===== src/rtl/div_sequencer.sv =====
// ----------------------------------------------------------------------------
// div_sequencer : iterative unsigned DIV/REMU sequencer, one quotient bit/cycle
// Optional: DIV_FAST_PATH_EN skips RUN when divisor==0 or dividend<divisor.
// Revision 1.0
// ----------------------------------------------------------------------------
`default_nettype none

module div_sequencer #(
  parameter int WIDTH = 32
) (
  input  logic             clk,
  input  logic             rst_n,
  input  logic             start,
  input  logic [2:0]       alu_control,
  input  logic [WIDTH-1:0] dividend,
  input  logic [WIDTH-1:0] divisor,
  input  logic             flush,
  output logic             stall,
  output logic             busy,
  output logic [WIDTH-1:0] result,
  output logic             result_valid
);

  localparam int CW = $clog2(WIDTH + 1);

  typedef enum logic [1:0] {
    IDLE = 2'd0,
    RUN  = 2'd1,
    DONE = 2'd2
  } state_t;

  state_t           state_q;
  state_t           state_d;
  logic [CW-1:0]    cnt;
  logic [WIDTH-1:0] rem;
  logic [WIDTH-1:0] quo;
  logic [WIDTH-1:0] dvsr;
  logic             op_rem;

  logic             accept;
  logic             fast_hit;
  logic [WIDTH-1:0] fast_result;
  logic [WIDTH:0]   shifted;
  logic [WIDTH:0]   diff;
  logic             borrow;
  logic [WIDTH-1:0] rem_next;
  logic [WIDTH-1:0] quo_next;

  assign accept = start & ((alu_control == 3'b011) | (alu_control == 3'b100)) & ~flush;

`ifdef DIV_FAST_PATH_EN
  assign fast_hit = (divisor == '0) | (dividend < divisor);
`else
  assign fast_hit = 1'b0;
`endif

  // Both shortcut cases leave the remainder equal to the dividend.
  assign fast_result = (alu_control == 3'b100) ? dividend :
                       (divisor == '0)         ? '1 : '0;

  // rem < dvsr holds between steps, so bit WIDTH of the difference is the borrow.
  assign shifted  = {rem, quo[WIDTH-1]};
  assign diff     = shifted - {1'b0, dvsr};
  assign borrow   = diff[WIDTH];
  assign rem_next = borrow ? shifted[WIDTH-1:0] : diff[WIDTH-1:0];
  assign quo_next = {quo[WIDTH-2:0], ~borrow};

  always_comb begin
    state_d = state_q;
    stall   = 1'b0;
    case (state_q)
      IDLE: begin
        if (accept) begin
          state_d = fast_hit ? DONE : RUN;
          stall   = 1'b1;
        end
      end
      RUN: begin
        stall = 1'b1;
        if (cnt == CW'(1)) state_d = DONE;
      end
      DONE:    state_d = IDLE;
      default: state_d = IDLE;
    endcase
    if (flush) begin
      state_d = IDLE;
      stall   = 1'b0;
    end
    if (!rst_n) stall = 1'b0;
  end

  always_ff @(posedge clk) begin
    if (!rst_n) begin
      state_q      <= IDLE;
      cnt          <= '0;
      rem          <= '0;
      quo          <= '0;
      dvsr         <= '0;
      op_rem       <= 1'b0;
      result       <= '0;
      result_valid <= 1'b0;
      busy         <= 1'b0;
    end else begin
      state_q      <= state_d;
      busy         <= (state_d == RUN);
      result_valid <= (state_d == DONE);
      case (state_q)
        IDLE: begin
          if (accept) begin
            rem    <= '0;
            quo    <= dividend;
            dvsr   <= divisor;
            op_rem <= (alu_control == 3'b100);
            cnt    <= CW'(WIDTH);
            if (state_d == DONE) result <= fast_result;
          end
        end
        RUN: begin
          rem <= rem_next;
          quo <= quo_next;
          cnt <= cnt - CW'(1);
          if (state_d == DONE) result <= op_rem ? rem_next : quo_next;
        end
        default: ;
      endcase
    end
  end

endmodule

`default_nettype wire


===== config.mk =====
export PLATFORM = sky130hd
export DESIGN_NAME = div_sequencer
export DESIGN_NICKNAME = d
export VERILOG_FILES = /design/src/rtl/div_sequencer.sv
export SDC_FILE = /design/constraint.sdc
export NUM_CORES = 1
export LEC_CHECK = 0
export CORE_UTILIZATION = 55
export CTS_BUF_LIST = sky130_fd_sc_hd__clkbuf_2 sky130_fd_sc_hd__clkbuf_4 sky130_fd_sc_hd__clkbuf_8
export CTS_CLUSTER_SIZE = 12
export DETAILED_ROUTE_END_ITERATION = 10
export HOLD_SLACK_MARGIN = 0.1
export PLACE_DENSITY = 0.89
export SKIP_CTS_REPAIR_TIMING = 1
export SYNTH_ARGS = -nofsm -noshare
export SYNTH_HDL_FRONTEND = slang
export SYNTH_SLANG_ARGS = --single-unit

===== constraint.sdc =====
create_clock -name clk -period 4.22 [get_ports clk]
set_input_delay 0.844 -clock clk [delete_from_list [all_inputs] [get_ports clk]]
set_output_delay 0.844 -clock clk [all_outputs]
set_load 0.02 [all_outputs]

== Yosys cells after proc, flatten, opt, wreduce, memory -nomap -nowiden ==
Index checks and enable logic that the tools add are counted.
Widths: inputs -> output; s select.
Word-level totals
  register bits: 139
  output and inout bits: 35
Cells by class
  bitwise operators: 5
  add/subtract/negate cells: 2
  equality and inequality tests: 9
  multiplexer cells: 22
  reductions and logical operators: 6
Operator list (count)
  $mux 32: 9
  $pmux 32 s2: 3
  $sub 33x32->33: 1
  $logic_not 32->1: 1
  $pmux 6 s2: 1
  $eq 6x1->1 const B: 1
  $mux 2: 3
  $mux 6: 1
  $ne 2x2->1 const B: 3
  $sub 6x1->6 const B: 1
  $eq 2x1->1 const B: 2
  $pmux 2 s2: 1
  $reduce_and 2->1: 2
  $reduce_and 4->1: 1
  $eq 3x2->1 const B: 1
  $eq 3x3->1 const B: 1
  $mux 1: 3
  $and 1x1->1: 2
  $eq 2x2->1 const B: 1
  $logic_not 2->1: 1
  $not 1->1: 2
  $pmux 1 s2: 1
  $reduce_bool 2->1: 1
  $or 1x1->1: 1

== Longest topological paths before layout ==
  depth in word-level cells: 11
  depth in mapped cells: 15
  mapped depth without buffers: 13

== Worst setup path before layout ==
Ideal clock, no wire load.
  path type: flip-flop to flip-flop
  start point: reg quo[31]
  end point: reg result[20]
  stages on the path, launching flop included: 16
  buffers on the path: 2
  data arrival time: 2.856 ns
  slack: 1.249 ns
  path through: dfxtp_1 > inv_1 > ha_1 > inv_1 > fa_1 > a211oi_1 > o211ai_1 > nand2_1 > a21oi_1 > or4_4 > and3_1 > buf_6 > buf_6 > mux2i_1 > a21oi_1 > o21a_1
Between the ends
  word-level cells in the longest chain between the ends: 5
Ends and longest elaborated chain
  start: declaration: RTL line 36  | logic [WIDTH-1:0] quo;
  start signal: assignment: RTL line 111  | quo <= dividend;
  start signal: assignment: RTL line 120  | quo <= quo_next;
  $sub 33x32->33: RTL line 63  | assign diff = shifted - {1'b0, dvsr};
  $mux 32: RTL line 65  | assign rem_next = borrow ? shifted[WIDTH-1:0] : diff[WIDTH-1:0];
  $mux 32 (2 in a row): RTL line 122  | if (state_d == DONE) result <= op_rem ? rem_next : quo_next;
  $pmux 32 s2: RTL line 107  | case (state_q)
  end signal: assignment: RTL line 115  | if (state_d == DONE) result <= fast_result;
  end signal: assignment: RTL line 122
  end: declaration: RTL line 20  | output logic [WIDTH-1:0] result,
No other way between the ends. The select of a mux whose other input is x is not followed.
A chain may end at the register's enable or synchronous reset.

== Final worst setup path ==
Same ends and word-level chain as after synthesis.

==> out/metrics.csv <==
stage;metric;value;unit
timing;worst clock skew;0.0115;ns
worst_setup_path;endpoint arrival time on the critical path;4.19;ns
synthesis;total nets after synthesis;1045;
route;antenna violation net count after detailed routing;0;
layout;total of fill cells in the finished design;1058;
run_status;run status;finished, final reports clean;
timing;fraction of the cycle the final worst path needs;91.1;%
clock_tree;clk root buf;sky130_fd_sc_hd__clkbuf_8;
timing;Slew HR;34.8;%
timing;transition time at the pin with the least slew margin;0.977;ns
synthesis;sequential share of the synthesized area;37.4;%
worst_setup_path;required time worst endpoint;4.57;ns
clock_tree;TritonCTS clock tree;built;
clock_tree;TritonCTS buffer count;17;
placed_design;Buffers on Ports;105;
timing;number of failing hold endpoints at the final stage;0;
placed_design;detailed placement HPWL;14100;um
synthesis;synthesized area divided by synthesized cell count;7.92;sq um
route;per-cell via count in the routed design;5.95;
layout;Sequential cell area;2780;sq um
timing;RSZ-0062 raised after global routing;no;
global_route;largest net degree at the start of global routing;58;
clock_tree;total number of clock tree sinks;139;
layout;growth of design area from synthesis to finish;20.7;%
synthesis;Yosys reg bits;139;
global_route;first-pass GRT wire length;32700;um
floorplan;floorplan die area;14000;sq um
layout;net total in the final layout;1119;
layout;final cell count without fillers;1201;
placed_design;dpl cells;1170;
power_and_ir_drop;Pwr Density;356;nW/um^2
floorplan;Top Ports;106;
synthesis;top_reg_cell synth;sky130_fd_sc_hd__dfxtp_1;
worst_setup_path;Max FO, Critical Path;36;
timing;post-route setup TNS;0;ns
flow_run;count of max-cap constraint violations;0;
clock_tree;total number of H-tree levels;4;
synthesis;Netlist cell types;56;
layout;multi-input gate area in the final layout;4240;sq um
worst_setup_path;critical path type;flop to flop;
synthesis;ranking of synthesized cells by area;sky130_fd_sc_hd__dfxtp_1 37%, sky130_fd_sc_hd__nand2_1 7.5%, sky130_fd_sc_hd__a21oi_1 7.1%, sky130_fd_sc_hd__ha_1 5.7%, sky130_fd_sc_hd__nor2_1 4.2%;
worst_setup_path;crit path capture type;flop;
floorplan;width of the die;118;um
route;Detailed Route WL;20100;um
route;number of DRC markers in iteration 0;706;
route;final routed wire length divided by cell count;16.7;um
synthesis;fraction of post-synthesis cell area in the top cell type by area;37.4;%
worst_setup_path;crit path launch type;flop;
hold_path;path type of the worst min-delay path;flop to flop;
floorplan;area of the placeable core;13200;sq um
placed_design;Routability Congestion;0.914;
route;post-route DRC violation count;0;
synthesis;post-synthesis instance total;939;
global_route;initial antenna violation count;0;
timing;shortest clock period the worst path allows after layout;3.84;ns
timing;highest attainable clock frequency;0.260;GHz
layout;share of cells above drive strength 1;6.05;%
global_route;gr ovfl total;0;
synthesis;Post-synth EDFFs;0;
route;first-pass detailed-route iteration total;8;
timing;total count of max-transition violations in the final report;0;
global_route;All-Layer GR Usage;29.2;%
floorplan;Site Rows;42;
synthesis;Post-synth ARST share;0;%
power_and_ir_drop;worst-case vdd ir drop;0.000255;V
synthesis;area of the mapped netlist;7440;sq um
layout;fraction of the core area covered by cells at the end of the flow;68.1;%
timing;number of endpoints failing setup at the final stage;0;
clock_tree;clock-pin slew on the worst setup and hold paths;0.08;ns
timing;worst hold slack;0.455;ns
power_and_ir_drop;leakage power figure;3.48;nW
route;number of vias after detailed routing;7143;
clock_tree;later-pin clock latency in the skew report;0.45;ns
synthesis;Synth Warn #;0;
floorplan;die extent in y;118;um
clock_tree;Clock Path Buffers;2;
power_and_ir_drop;final total power;3.19;mW
synthesis;most area-hungry cell type in the Yosys netlist;sky130_fd_sc_hd__dfxtp_1;
global_route;via count of the first global-routing pass;6524;
floorplan;Starting Density;56.4;%
layout;ANT cells;0;
==> registers in the layout (all words and copies together) (netlist names) <==
| signal | cells |
|---|---|
| dvsr | 32 |
| quo | 32 |
| rem | 32 |
| result | 32 |
| cnt | 6 |
| state_q | 2 |
| busy | 1 |
| op_rem | 1 |
| result_valid | 1 |
==> layout by cell type, fill, tap and decap left out, types with 4 or more instances in the layout <==
cell type                         synthesis  final
sky130_fd_sc_hd__nand2_1                148    148
sky130_fd_sc_hd__dfxtp_1                139    139
sky130_fd_sc_hd__a21oi_1                105    105
sky130_fd_sc_hd__clkdlybuf4s50_1          0    105
sky130_fd_sc_hd__nor2_1                  84     82
sky130_fd_sc_hd__o21ai_0                 59     59
sky130_fd_sc_hd__inv_1                   43     43
sky130_fd_sc_hd__ha_1                    34     34
sky130_fd_sc_hd__a222oi_1                30     30
sky130_fd_sc_hd__mux2i_1                 29     29
sky130_fd_sc_hd__xnor2_1                 20     20
sky130_fd_sc_hd__a21o_1                  17     17
sky130_fd_sc_hd__clkbuf_8                 0     17
sky130_fd_sc_hd__o2bb2ai_1               15     15
sky130_fd_sc_hd__nand3_1                 13     13
sky130_fd_sc_hd__buf_4                    1     13
sky130_fd_sc_hd__xor2_1                  11     11
sky130_fd_sc_hd__nor3_1                  11     11
sky130_fd_sc_hd__nand4_1                 10     10
sky130_fd_sc_hd__and2_1                  10     10
sky130_fd_sc_hd__o21a_1                  10     10
sky130_fd_sc_hd__o211ai_1                 9      9
sky130_fd_sc_hd__nand2b_1                 7      7
sky130_fd_sc_hd__a31oi_1                  7      6
sky130_fd_sc_hd__a211oi_1                 6      6
sky130_fd_sc_hd__a311oi_1                 5      5
sky130_fd_sc_hd__a21boi_0                 5      5
sky130_fd_sc_hd__o21ai_1                  5      5
sky130_fd_sc_hd__or3_1                    5      5
sky130_fd_sc_hd__nor2b_1                  5      4
sky130_fd_sc_hd__bufinv_16                0      4
==> metal layers <==
metal	vias to the layer above	part of all wire (%)	GRT usage [%]
met4	0	1.9	9.78
met3	33	8.8	5.36
met5	-	0	0
met2	341	43	42.7
li1	3479	-	-
met1	3290	46	43.0
==> logic make-up after synthesis <==
| logic type | after synthesis | share of synthesized area [%] |
|---|---|---|
| AO/OA/AOI/OAI | 291 | 25.2 |
| XOR/XNOR | 31 | 3.65 |
| adder cells (fa/ha/maj) | 35 | 5.99 |
| buffers and inverters | 107 | 5.87 |
| flip-flops | 139 | 37.4 |
| multiplexers | 30 | 4.05 |
| AND/OR/NAND/NOR | 306 | 17.8 |
==> synth_stat cells (4+ instances only) <==
cell / n
sky130_fd_sc_hd__dfxtp_1: 139
sky130_fd_sc_hd__inv_1: 43
sky130_fd_sc_hd__buf_6: 4
sky130_fd_sc_hd__nand4_1: 10
sky130_fd_sc_hd__or3_1: 5
sky130_fd_sc_hd__ha_1: 34
sky130_fd_sc_hd__nand3_1: 13
sky130_fd_sc_hd__mux2i_1: 29
sky130_fd_sc_hd__a21o_1: 17
sky130_fd_sc_hd__o21ai_1: 5
sky130_fd_sc_hd__a222oi_1: 30
sky130_fd_sc_hd__a311oi_1: 5
sky130_fd_sc_hd__nor2b_1: 5
sky130_fd_sc_hd__and2_1: 10
sky130_fd_sc_hd__xnor2_1: 20
sky130_fd_sc_hd__o21ai_0: 59
sky130_fd_sc_hd__clkbuf_1: 55
sky130_fd_sc_hd__o21a_1: 10
sky130_fd_sc_hd__xor2_1: 11
sky130_fd_sc_hd__nand2_1: 148
sky130_fd_sc_hd__a21oi_1: 105
sky130_fd_sc_hd__a31oi_1: 7
sky130_fd_sc_hd__o211ai_1: 9
sky130_fd_sc_hd__a211oi_1: 6
sky130_fd_sc_hd__o2bb2ai_1: 15
sky130_fd_sc_hd__nor2_1: 84
sky130_fd_sc_hd__nor3_1: 11
sky130_fd_sc_hd__nand2b_1: 7
sky130_fd_sc_hd__a21boi_0: 5
==> worst paths after layout <==
path / startpoint / end / slack [ns] / cells past startpoint
hold reg to reg: dvsr[26] / dvsr[26] / 0.46 / 2
hold / removal: dvsr[26] / dvsr[26] / 0.46 / 2
setup reg to reg: quo[31] / result[20] / 0.38 / 13
setup / recovery: quo[31] / result[20] / 0.38 / 13
==> cell type report <==
type / instances / area share, %
multi-input cells: 693 / 47.2
inverters: 44 / 1.84
flip-flops and latches: 139 / 31.0
repair buffers: 118 / 12.8
clock inverters: 11 / 1.88
clock buffers: 20 / 2.86
well taps: 176 / 2.45
==> worst max-delay path, cell delays in order (launching register included) <==
cell,delay [ns]
sky130_fd_sc_hd__dfxtp_1,0.34
sky130_fd_sc_hd__inv_1,0.07
sky130_fd_sc_hd__ha_1,0.16
sky130_fd_sc_hd__inv_1,0.06
sky130_fd_sc_hd__fa_1,0.42
sky130_fd_sc_hd__a211oi_1,0.28
sky130_fd_sc_hd__o211ai_1,0.13
sky130_fd_sc_hd__nand2_1,0.11
sky130_fd_sc_hd__a21oi_1,0.12
sky130_fd_sc_hd__o311ai_0,0.45
sky130_fd_sc_hd__and3_2,0.92
sky130_fd_sc_hd__mux2i_1,0.36
sky130_fd_sc_hd__a21oi_1,0.12
sky130_fd_sc_hd__o21a_1,0.21
==> stage by stage <==
| stage | setup WS (ns) | area, sq um |
|---|---|---|
| 2_1_floorplan | 1.25 | 7440 |
| 3_3_place_gp | 0.585 | 8560 |
| 3_5_place_dp | 0.529 | 8560 |
| 4_1_cts | 0.417 | 8980 |
| 5_1_grt | 0.105 | 8980 |
| 6_report | 0.375 | 8980 |
==> where the power goes <==
group	leakage (nW)	internal, mW	switching (mW)
clock network	0.218	0.661	0.514
logic	2.14	0.296	0.379
registers	1.12	1.33	0.0148
total	3.48	2.29	0.908
Note: power is estimated with default switching activity, not from simulation.
